[src/rtl/onewire_data_writer.sv]
// Master-side 1-Wire write-slot generator: serialises a 64-bit word LSB first,
// one fixed-length write slot per bit, driving an active-high pull-down enable.
module onewire_data_writer #(
    parameter int unsigned SLOT_CYCLES = 61,
    parameter int unsigned LOW1_CYCLES = 6,
    parameter int unsigned LOW0_CYCLES = 56,
    parameter int unsigned NUM_BITS    = 64
) (
    input  logic        clk,
    input  logic        rst,
    input  logic        en_data_write,
    input  logic [63:0] data,
    output logic        bus_drive_low,
    output logic        busy,
    output logic        done_writing_data,
    output logic [6:0]  bit_index
);

    localparam int unsigned CntW = $clog2(SLOT_CYCLES);

    localparam logic [1:0] StIdle = 2'd0;
    localparam logic [1:0] StSlot = 2'd1;
    localparam logic [1:0] StDone = 2'd2;

    localparam logic [CntW-1:0] CntLast = CntW'(SLOT_CYCLES - 1);
    localparam logic [CntW-1:0] Low1Len = CntW'(LOW1_CYCLES);
    localparam logic [CntW-1:0] Low0Len = CntW'(LOW0_CYCLES);
    localparam logic [6:0]      BitLast = 7'(NUM_BITS - 1);

    logic [1:0]      state_q, state_d;
    logic [CntW-1:0] cnt_q, cnt_d;
    logic [63:0]     shift_q, shift_d;
    logic [6:0]      bit_q, bit_d;
    logic            bus_q, bus_d;
    logic            busy_q, busy_d;
    logic            done_q, done_d;
    logic [CntW-1:0] low_len;

    assign low_len = shift_q[0] ? Low1Len : Low0Len;

    // Outputs are the registered next values, so bus_d describes the level for
    // the cycle that follows the edge on which it is loaded.
    always_comb begin
        state_d = state_q;
        cnt_d   = cnt_q;
        shift_d = shift_q;
        bit_d   = bit_q;
        bus_d   = 1'b0;
        busy_d  = busy_q;
        done_d  = done_q;

        case (state_q)
            StIdle: begin
                busy_d = 1'b0;
                done_d = 1'b0;
                if (en_data_write) begin
                    state_d = StSlot;
                    shift_d = data;
                    bit_d   = '0;
                    cnt_d   = '0;
                    busy_d  = 1'b1;
                    bus_d   = 1'b1;
                end
            end

            StSlot: begin
                if (!en_data_write) begin
                    state_d = StIdle;
                    bit_d   = '0;
                    cnt_d   = '0;
                    busy_d  = 1'b0;
                    done_d  = 1'b0;
                end else if (cnt_q == CntLast) begin
                    cnt_d = '0;
                    if (bit_q == BitLast) begin
                        state_d = StDone;
                        busy_d  = 1'b0;
                        done_d  = 1'b1;
                    end else begin
                        shift_d = {1'b0, shift_q[63:1]};
                        bit_d   = bit_q + 7'd1;
                        bus_d   = 1'b1;
                    end
                end else begin
                    cnt_d = cnt_q + CntW'(1);
                    bus_d = (cnt_d < low_len);
                end
            end

            StDone: begin
                busy_d = 1'b0;
                if (!en_data_write) begin
                    state_d = StIdle;
                    done_d  = 1'b0;
                    bit_d   = '0;
                end
            end

            default: begin
                state_d = StIdle;
                cnt_d   = '0;
                bit_d   = '0;
                busy_d  = 1'b0;
                done_d  = 1'b0;
            end
        endcase
    end

    always_ff @(posedge clk) begin
        if (rst) begin
            state_q <= StIdle;
            cnt_q   <= '0;
            shift_q <= '0;
            bit_q   <= '0;
            bus_q   <= 1'b0;
            busy_q  <= 1'b0;
            done_q  <= 1'b0;
        end else begin
            state_q <= state_d;
            cnt_q   <= cnt_d;
            shift_q <= shift_d;
            bit_q   <= bit_d;
            bus_q   <= bus_d;
            busy_q  <= busy_d;
            done_q  <= done_d;
        end
    end

    assign bus_drive_low     = bus_q;
    assign busy              = busy_q;
    assign done_writing_data = done_q;
    assign bit_index         = bit_q;

endmodule

[config.mk]
export PLATFORM = sky130hd
export DESIGN_NAME = onewire_data_writer
export DESIGN_NICKNAME = d
export VERILOG_FILES = /design/src/rtl/onewire_data_writer.sv
export SDC_FILE = /design/constraint.sdc
export NUM_CORES = 1
export LEC_CHECK = 0
export ABC_AREA = 1
export CAP_MARGIN = 40
export CORE_MARGIN = 1
export CORE_UTILIZATION = 40
export DETAILED_ROUTE_END_ITERATION = 10
export DONT_BUFFER_PORTS = 1
export MAX_ROUTING_LAYER = met4
export PLACE_DENSITY_LB_ADDON = 0.12
export REMOVE_ABC_BUFFERS = 1
export SLEW_MARGIN = 10
export SYNTH_ARGS = -nofsm -noshare
export SYNTH_HDL_FRONTEND = slang
export SYNTH_SLANG_ARGS = --single-unit
[constraint.sdc]
create_clock -name clk -period 2.6 [get_ports clk]
set_input_delay 0.52 -clock clk [delete_from_list [all_inputs] [get_ports clk]]
set_output_delay 0.52 -clock clk [all_outputs]
set_load 0.01 [all_outputs]
Yosys cells after proc, flatten, opt, wreduce, memory -nomap -nowiden
Index checks and enable logic that the tools add are counted.
{ "totals": {"regBits": 82, "input_bits": 67, "output_inout_bits": 10, "elab_cells": 67} }
{ "op_classes": {"add_sub_neg": 2, "magnitude_cmp": 1, "n_eq_ne": 12, "mux": 36, "bitwise_logic": 1, "n_reduce_logical": 8} }
{ "ops": {"columns": ["operator", "n"], "rows": [
  ["$mux W64", 4],
  ["$pmux W64 S2", 1],
  ["$mux W7", 5],
  ["$mux W6", 4],
  ["$pmux W7 S3", 1],
  ["$pmux W6 S3", 1],
  ["$mux W1", 11],
  ["$mux W2", 5],
  ["$ne A2 B2 Y1 const B", 5],
  ["$ne A3 B3 Y1 const B", 3],
  ["$reduce_and A4 Y1", 2],
  ["$add A7 B1 Y7 const B", 1],
  ["$eq A7 B6 Y1 const B", 1],
  ["$add A6 B1 Y6 const B", 1],
  ["$eq A6 B6 Y1 const B", 1],
  ["$lt A6 B6 Y1", 1],
  ["$pmux W1 S2", 3],
  ["$pmux W2 S3", 1],
  ["$reduce_and A5 Y1", 1],
  ["$reduce_and A2 Y1", 2],
  ["$reduce_and A3 Y1", 1],
  ["$eq A2 B1 Y1 const B", 1],
  ["$eq A2 B2 Y1 const B", 1],
  ["$logic_not A2 Y1", 1],
  ["other kinds (2)", 2]
]} }

Logic depth before layout (Yosys ltp)
Gate-level depths: netlist (run 1).
{ "depth": {"depth_word": 5, "mapped_depth": 10, "depth_no_buf": 10} }

Worst setup path before layout (run 1)
No wires, ideal clock.
{ "synth_path": {"path_type": "register to register", "startpoint": "register bit_q[0], in the netlist bit_index[0]", "endpoint": "register shift_q[10]", "setup_ns": 0.116, "t_arrival_ns": 1.591, "required_time_ns": 2.484, "slack_ns": 0.894, "stages_incl_launch_ff": 11, "n_path_buf": 2, "period_less_slack_ns": 1.706, "cell_sequence": "dfxtp_1 > ha_1 > nand3_1 > nor2_1 > nor2_2 > nand2_2 > nand2_2 > buf_6 > buf_6 > o21ai_0 > nor2_1"} }
{ "synth_via": {"elab_chain_len": 3} }
{ "synth_rtl": {"columns": ["element", "line_no", "source"], "rows": [
  ["start, declared", "33", "logic [6:0] bit_q, bit_d;"],
  ["start signal, assigned", "122", "bit_q <= bit_d;"],
  ["$eq A7 B6 Y1", "75", "if (bit_q == BitLast) begin"],
  ["$ne A2 B2 Y1 (no source line)", null, null],
  ["$reduce_and A5 Y1 (no source line)", null, null],
  ["end signal, assigned", "121", "shift_q <= shift_d;"],
  ["end, declared", "32", "logic [63:0] shift_q, shift_d;"]
]} }
Every way passes these cells.
A chain may end at the register's enable or synchronous reset.

Worst setup path in the final report (run 1)
{ "layout_path": {"startpoint": "register bit_q[0], in the netlist bit_index[0]", "endpoint": "register shift_q[57]"} }
Same word-level chain as after synthesis.

==> impl_metrics.py, run 1 <==
metrics = {
    "yosys": {
        "synthCells": 640,
        "syn_avg_cell_area_um2": 6.32,
        "yosys.area_share.simple_pct": 39.3,
        "synth_edf_count": 0,
        "synth_fa_ha_area_share_pct": 2.17,
        "synth_common_cells": "nand2_1, nor2_1, dfxtp_1",
        "synth.area.mux_share_pct": 0,
        "ys.flop_type": "dfxtp_1",
        "synth_top_family_by_area": "simple AND/OR/NAND/NOR gates",
        "yosys.area.top_type": "dfxtp_1",
        "yosysMostFrequentCell": "nand2_1",
        "synth.distinct_cells": 25,
        "synth-xor-area-share_pct": 0.650,
        "synthTopCellsByArea": "dfxtp_1, nand2_1, nor2_1",
        "synth_warnings": 0,
        "synth_compound_area_share_pct": 10.5,
        "ys_ff_latch": 82,
        "synth_top_area_share_pct": 40.6,
        "ys_seq_area_share_pct": 40.6,
        "netlist_area_mm2": 0.00404,
        "ys_async_sr_fraction_pct": 0,
    },
    "power": {
        "p_per_area_mw_per_mm2": 666,
        "p_leak_nw": 2.07,
        "vdd_drop_max_mv": 0.298,
    },
    "global_route": {
        "grt_remaining_overflow": 0,
        "antenna_found_initial": 0,
        "grt_pass1_wl_um": 15100,
        "grt_usage_pct": 18.7,
        "grt_pass1_vias": 3355,
        "grt_max_degree": 68,
    },
    "worst_setup_path": {
        "path_class": "register to register",
        "rr_startpoint": "bit_index[0]",
        "crit_cells": 10,
        "worst-r2r-cell-count": 10,
        "crit_path_end_kind": "register",
        "startpoint_type": "register",
        "critPathCapture": "shift_q[57]",
        "cp_max_fo": 27,
        "required_ps": 2880,
        "regToRegSetupSlack_ps": 510,
        "max_stage_delay_ps": 470,
        "path_delay_family": "simple AND/OR/NAND/NOR gates",
        "slowest_stage": "dfxtp_1",
        "critPathLaunch": "bit_index[0]",
        "path_cells": "ha_1 > nand3_1 > nor2_1 > nor2_2 > nand2_2 > nand2_2 > inv_2 > buf_12 > nor2_1 > nor2_1",
        "crit_top_cell": "nor2_1",
        "r2r-end": "shift_q[57]",
        "path_buf_inv": 2,
        "arrival_ps": 2370,
    },
    "clock_network": {
        "cts_resized": 0,
        "clk_pin_slew_worst_paths_ps": 80,
        "cts_buffers": 9,
        "cts_root_buf": "clkbuf_8",
        "ctsHoldBuffers": 0,
        "htreeDepth": 3,
        "cts_tree": "done",
        "clock_sinks": 82,
        "clkLatencyLatePin_ps": 350,
        "clk_path_buf_depth": 2,
        "cts_setup_buffers": 0,
    },
    "timing": {
        "hold_viol_final": 0,
        "worstMarginPinSlew_ps": 669,
        "setup_viol": 0,
        "worst_hold_slack_ps": 228,
        "fmax_mhz": 478,
        "grt_setup_unrepaired": "no",
        "maxSlewViolCount": 0,
        "final.setup.tns_ps": 0,
        "slew_headroom_pct": 55.4,
        "period_share_pct": 80.5,
        "post-route-min-period_ps": 2090,
        "finalClockSkew_ps": 13.8,
    },
    "detailed_routing": {
        "drc_errors": 0,
        "drtAntennaViolNets": 0,
        "wire_per_inst_um": 11.8,
        "first_iter_violations": 142,
        "drt_pass1_iterations": 4,
        "wirelength_um": 9010,
        "vias": 3643,
        "via_per_inst": 4.78,
    },
    "outcome": {
        "status": "completed",
    },
    "min_path": {
        "hp-start": "rst",
        "hold_path_class": "input pin to register",
    },
    "place": {
        "gp_congestion": 0.806,
        "dp_hpwl_um": 5580,
        "placed_area_mm2": 0.00410,
        "portBuffers": 0,
    },
    "floorplan": {
        "core_area_mm2": 0.00977,
        "ios": 77,
        "start_util_pct": 41.4,
        "die_area_mm2": 0.0105,
        "die_w_um": 103,
        "die_h_um": 103,
        "rows": 36,
    },
    "final_layout": {
        "stdcell_area_mm2": 0.00433,
        "syn_to_final_growth_pct": 7.21,
        "n_antenna_cell": 0,
        "finalNetCount": 698,
        "fillers": 1088,
        "drive_gt1_share_pct": 5.09,
    },
    "job": {
        "maxCapViolCount": 0,
    },
}
==> stage by stage <==
step | instances | setup WS, ps | utilization [%] | power [mW]
final | 762 | 506 | 44.3 | 2.88
after global routing | 762 | 250 | 44.3 | 3.04
after CTS | 762 | 509 | 44.3 | 2.91
after detailed placement | 746 | 529 | 41.9 | 1.84
after global placement | 746 | 593 | 41.9 | 1.83
after floorplan | 606 | -242 | - | 1.73
==> layer usage <==
layer | vias up | GRT usage, % | share of wire [%]
li1 | 1963 | - | -
met1 | 1606 | 22.8 | 49
met2 | 67 | 30.0 | 45
met3 | 7 | 5.42 | 5.2
met4 | 0 | 5.27 | 1.1
met5 | - | - | 0
==> how the worst min path moves through the flow <==
stage / end / slack [ps] / cells past startpoint
final: done_writing_data / 230 / 1
after global routing: cnt_q[4] / 200 / 1
after CTS: done_writing_data / 220 / 1
after detailed placement: shift_q[3] / 480 / 2
after global placement: shift_q[8] / 480 / 2
after floorplan: cnt_q[3] / 460 / 2
==> cells in the final DEF (no fill, tap or decap), types with 2 or more instances in the layout <==
| master | n |
|---|---|
| a21oi_1 | 17 |
| buf_12 | 2 |
| buf_4 | 5 |
| bufinv_16 | 2 |
| clkbuf_8 | 12 |
| dfxtp_1 | 82 |
| ha_1 | 7 |
| inv_1 | 19 |
| inv_2 | 3 |
| nand2_1 | 232 |
| nand2_2 | 4 |
| nand3_1 | 15 |
| nand4_1 | 4 |
| nor2_1 | 146 |
| nor3_1 | 2 |
| o21ai_0 | 46 |
| o21ai_1 | 20 |
| xor2_1 | 2 |
==> power breakdown <==
| group | switching (mW) | internal [mW] |
|---|---|---|
| clock | 0.460 | 0.619 |
| combinational | 0.266 | 0.135 |
| sequential | 0.0515 | 1.35 |
==> logic make-up after synthesis <==
kind of cell / count (synthesis)
XOR/XNOR: 3
AND/OR/NAND/NOR: 408
buffers and inverters: 56
flip-flops: 82
AO/OA/AOI/OAI: 84
adder cells (fa/ha/maj): 7
==> registers in the layout (all words and copies together), names as in the netlist <==
register           flops
bit_index              7
bus_drive_low          1
busy                   1
cnt_q                  6
done_writing_data      1
shift_q               64
state_q                2
==> final cells by class <==
class	instances	area, µm²	area share [%]
tap	133	166	3.84
multi-input combinational	502	2130	49.1
sequential	82	1640	37.9
clock buffer	12	165	3.81
inverter	22	82.6	1.91
timing repair buffer	7	77.6	1.79
clock inverter	4	72.6	1.67
Note: power is estimated with default switching activity, not from simulation.
==> inputs of run 2 (changes only) <==
clock period = 1.68 ns   (was 2.6 ns; I/O delays follow)
==> run 2 against run 1 <==
Against the previous run:
- sequential power up 55%
- flip-flop and latch count unchanged
- worst hold slack worse by 190 ps
- core utilization up 3.9 points
- first-iteration DRC count down 19%
- clock skew down 2.4 ps
- global-route usage up 0.97 points
- maximum frequency up 33%
- combinational power up 87%
- sequential share of layout area down 3.0 points
==> impl_metrics.py, run 2 (synthesized netlist as in run 1, its figures left out) <==
metrics = {
    "min_path": {
        "hold_path_class": "input pin to register",
        "hp-start": "rst",
    },
    "detailed_routing": {
        "drtAntennaViolNets": 0,
        "wire_per_inst_um": 12.9,
        "drt_pass1_iterations": 4,
        "via_per_inst": 4.86,
        "vias": 3802,
        "wirelength_um": 10100,
        "first_iter_violations": 115,
        "drc_errors": 0,
    },
    "worst_setup_path": {
        "rr_startpoint": "cnt_q[2]",
        "startpoint_type": "register",
        "crit_path_end_kind": "register",
        "regToRegSetupSlack_ps": 110,
        "cp_max_fo": 3,
        "path_class": "register to register",
        "critPathLaunch": "cnt_q[2]",
        "required_ps": 1970,
        "arrival_ps": 1860,
    },
    "power": {
        "p_total_mw": 4.41,
        "p_leak_nw": 2.22,
        "vdd_drop_max_mv": 0.386,
        "p_per_area_mw_per_mm2": 934,
    },
    "clock_network": {
        "clock_sinks": 82,
        "ctsHoldBuffers": 0,
        "clk_pin_slew_worst_paths_ps": 90,
        "cts_buffers": 9,
        "cts_tree": "done",
        "clk_path_buf_depth": 2,
        "htreeDepth": 3,
        "cts_root_buf": "clkbuf_8",
        "clkLatencyLatePin_ps": 350,
    },
    "timing": {
        "fmax_mhz": 637,
        "finalClockSkew_ps": 11.4,
        "final.setup.tns_ps": 0,
        "grt_setup_unrepaired": "no",
        "post-route-min-period_ps": 1570,
        "hold_viol_final": 0,
        "worstMarginPinSlew_ps": 506,
        "maxSlewViolCount": 0,
        "setup_viol": 0,
        "worst_hold_slack_ps": 38.0,
        "slew_headroom_pct": 66.3,
        "period_share_pct": 93.5,
    },
    "place": {
        "gp_congestion": 0.815,
        "dpl.cell_count": 761,
        "dp_hpwl_um": 5990,
        "portBuffers": 0,
    },
    "job": {
        "maxCapViolCount": 0,
    },
    "global_route": {
        "grt_pass1_wl_um": 15800,
        "grt_remaining_overflow": 0,
        "grt_max_degree": 68,
        "antenna_found_initial": 0,
        "grt_usage_pct": 19.7,
        "grt_pass1_vias": 3565,
    },
    "floorplan": {
        "die_w_um": 103,
        "die_area_mm2": 0.0105,
        "rows": 36,
        "ios": 77,
        "core_area_mm2": 0.00977,
        "die_h_um": 103,
        "start_util_pct": 41.4,
    },
    "final_layout": {
        "fin_util_pct": 48.3,
        "largest_register": "shift_q",
        "syn_to_final_growth_pct": 16.7,
        "finalNetCount": 719,
        "drive_gt1_share_pct": 11.7,
        "final_cells": 783,
        "final_cell_mix": "nand2_1, nor2_1, dfxtp_1",
        "largest_reg_flops": 64,
        "n_antenna_cell": 0,
        "layout_commonest_cell": "nand2_1",
    },
    "outcome": {
        "status": "completed",
    },
}
[run 2: changes by cell type in the layout (fill, tap and decap cells not counted), sizes merged]
cell | previous run | this run
buf | 7 | 25
clkbuf | 12 | 15
bufinv | 2 | 1
clkinvlp | 1 | 2
[run 2: routing by layer]
metal,up-vias,part of all wire (%),track usage [%]
met1,1727,49,23.7
met3,11,3.9,4.41
met4,0,1.2,6.70
li1,2013,-,-
met5,-,0,-
met2,51,46,32.4
[run 2: stage by stage]
step                area, µm²  setup slack (ps)
finish                   4720               109
global route             4720              7.05
CTS                      4490              2.25
detailed placement       4270             -29.0
global placement         4270              16.0
floorplan                3850             -1160
[run 2: critical path, stage by stage (launching register included)]
cell     delay (ps)
dfxtp_2         340
buf_4           130
nand3_1          90
xor2_1          170
inv_1           100
ha_4            210
a21oi_1         120
nand2_1          70
nand3_1          70
nand3_1          90
a21oi_2         120
[run 2: cell type report]
type	instances	area [µm²]
multi-input combinational	502	2250
timing repair buffer	28	362
inverter	22	90.1
clock inverter	4	50.0
sequential	82	1650
tap	133	166
clock buffer	12	155
fill	1032	5060
[run 2: power breakdown]
group | total, mW | switching [mW] | internal (mW)
registers | 2.18 | 0.0838 | 2.10
logic | 0.748 | 0.462 | 0.285
clock network | 1.48 | 0.712 | 0.767
total | 4.41 | 1.26 | 3.15
[run 2: timing repair]
action                                  in CTS  in global routing
pin swaps                                    0                  7
setup buffers                                0                  1
endpoints found under the setup margin       1                 67
cloned                                       0                  5
resized for setup                            3                 49
[run 2: worst paths after layout]
kind | end | cells past startpoint
setup / recovery | bus_drive_low | 10
hold / removal | cnt_q[3] | 1
hold reg to reg | cnt_q[3] | 2
setup reg to reg | bus_drive_low | 10
==> inputs of run 3 (changes only) <==
SKIP_CTS_REPAIR_TIMING = 1   (was not set)
==> run 3 against run 2 <==
Against the previous run:
- clock skew about the same
- sequential power about the same
- flip-flop and latch count unchanged
- register-to-register slack about the same
==> impl_metrics.py, run 3 (synthesized netlist as in run 1, its figures left out) <==
metrics = {
    "timing": {
        "final.setup.tns_ps": 0,
        "slew_headroom_pct": 66.6,
        "finalClockSkew_ps": 11.5,
        "worstMarginPinSlew_ps": 500,
        "post-route-min-period_ps": 1570,
        "maxSlewViolCount": 0,
        "period_share_pct": 93.3,
        "grt_setup_unrepaired": "no",
        "fmax_mhz": 638,
        "setup_viol": 0,
        "hold_viol_final": 0,
    },
    "power": {
        "p_int_mw": 3.15,
        "p_total_mw": 4.40,
        "combPwrFrac_pct": 16.9,
        "p_per_area_mw_per_mm2": 933,
        "clockPowerShare_pct": 33.6,
        "p_leak_nw": 2.22,
        "netSwitchingFraction_pct": 28.5,
        "pwr-share-seq_pct": 49.5,
        "vdd_drop_max_mv": 0.386,
        "p_sw_mw": 1.26,
    },
    "place": {
        "gp_congestion": 0.815,
        "placed_area_mm2": 0.00427,
        "dp_hpwl_um": 5990,
        "portBuffers": 0,
    },
    "final_layout": {
        "n_antenna_cell": 0,
        "finalNetCount": 719,
        "final_cell_mix": "nand2_1, nor2_1, dfxtp_1",
        "layout_commonest_cell": "nand2_1",
        "syn_to_final_growth_pct": 16.7,
        "largest_reg_flops": 64,
        "stdcell_area_mm2": 0.00472,
        "fillers": 1032,
        "drive_gt1_share_pct": 11.7,
        "largest_register": "shift_q",
    },
    "clock_network": {
        "clkLatencyLatePin_ps": 350,
        "htreeDepth": 3,
        "cts_root_buf": "clkbuf_8",
        "clock_sinks": 82,
        "cts_buffers": 9,
        "clk_pin_slew_worst_paths_ps": 90,
        "cts_tree": "done",
        "clk_path_buf_depth": 2,
    },
    "detailed_routing": {
        "drtAntennaViolNets": 0,
        "drt_pass1_iterations": 4,
        "first_iter_violations": 118,
        "via_per_inst": 4.83,
        "wirelength_um": 10000,
        "vias": 3779,
        "wire_per_inst_um": 12.8,
        "drc_errors": 0,
    },
    "global_route": {
        "antenna_found_initial": 0,
        "grt_pass1_wl_um": 15800,
        "grt_pass1_vias": 3559,
        "grt_usage_pct": 19.6,
        "grt_max_degree": 68,
        "grt_remaining_overflow": 0,
    },
    "floorplan": {
        "rows": 36,
        "core_area_mm2": 0.00977,
        "ios": 77,
        "die_w_um": 103,
        "start_util_pct": 41.4,
        "die_h_um": 103,
        "die_area_mm2": 0.0105,
    },
    "worst_setup_path": {
        "max_stage_delay_ps": 350,
        "path_cells": "nand2_2 > nor3_2 > nand3_1 > and2_4 > ha_4 > a21oi_2 > nand3_1 > a21oi_2",
        "cp_max_fo": 3,
        "arrival_ps": 1860,
        "path_class": "register to register",
        "crit_path_end_kind": "register",
        "slowest_stage": "dfxtp_2",
        "startpoint_type": "register",
        "required_ps": 1970,
    },
    "min_path": {
        "hold_path_class": "input pin to register",
    },
    "outcome": {
        "status": "completed",
    },
    "job": {
        "maxCapViolCount": 0,
    },
}
run 3: cell counts in the layout (fill, tap and decap cells not counted):
Identical to the previous run, type by type.
run 3: power by group through the flow:
| stage | Clock [mW] | Sequential (mW) | Combinational [mW] |
|---|---|---|---|
| floorplan | 0 | 2.20 | 0.473 |
| global placement | 0 | 2.21 | 0.660 |
| detailed placement | 0 | 2.22 | 0.674 |
| CTS | 1.52 | 2.17 | 0.677 |
| global route | 1.61 | 2.20 | 0.861 |
| finish | 1.48 | 2.18 | 0.746 |
run 3: layout make-up:
cell class	instances	area, µm²	share of cell area (%)
Tap cell	133	166	3.53
Clock inverter	4	50.0	1.06
Clock buffer	12	155	3.29
Timing Repair Buffer	28	362	7.66
Sequential cell	82	1650	34.9
Inverter	22	90.1	1.91
Multi-Input combinational cell	502	2250	47.7
run 3: worst paths after layout:
path / start / end / slack [ps] / cells past startpoint
setup reg to reg: cnt_q[3] / bus_drive_low / 110 / 8
hold / removal: rst / cnt_q[3] / 30 / 1
hold reg to reg: cnt_q[3] / cnt_q[3] / 480 / 2
setup / recovery: cnt_q[3] / bus_drive_low / 110 / 8
run 3: per-layer routing:
metal  wire length, µm  track usage, %  share of wire (%)  vias up
li1                  -               -                  -     2011
met2              4630            32.4                 46       59
met5                 0               -                  0        -
met3               438            4.41                4.4        4
met1              4920            23.7                 49     1705
met4                55            6.48               0.55        0
run 3: critical path, delay by kind of cell, from the launching register on:
family / cells / cell delay (ps)
simple gates: 5 / 700
flops: 1 / 350
compound gates: 2 / 250
fa+ha+maj: 1 / 210
run 3: metrics by stage:
step / setup slack [ps] / utilization (%) / instances / hold WS, ps
after global routing: 7.05 / 48.3 / 783 / 22.2
after CTS: -54.6 / 45.8 / 777 / 29.9
after detailed placement: -29.0 / 43.7 / 761 / 409
final: 112 / 48.3 / 783 / 34.7
after global placement: 16.0 / 43.7 / 761 / 407
after floorplan: -1160 / - / 606 / 405
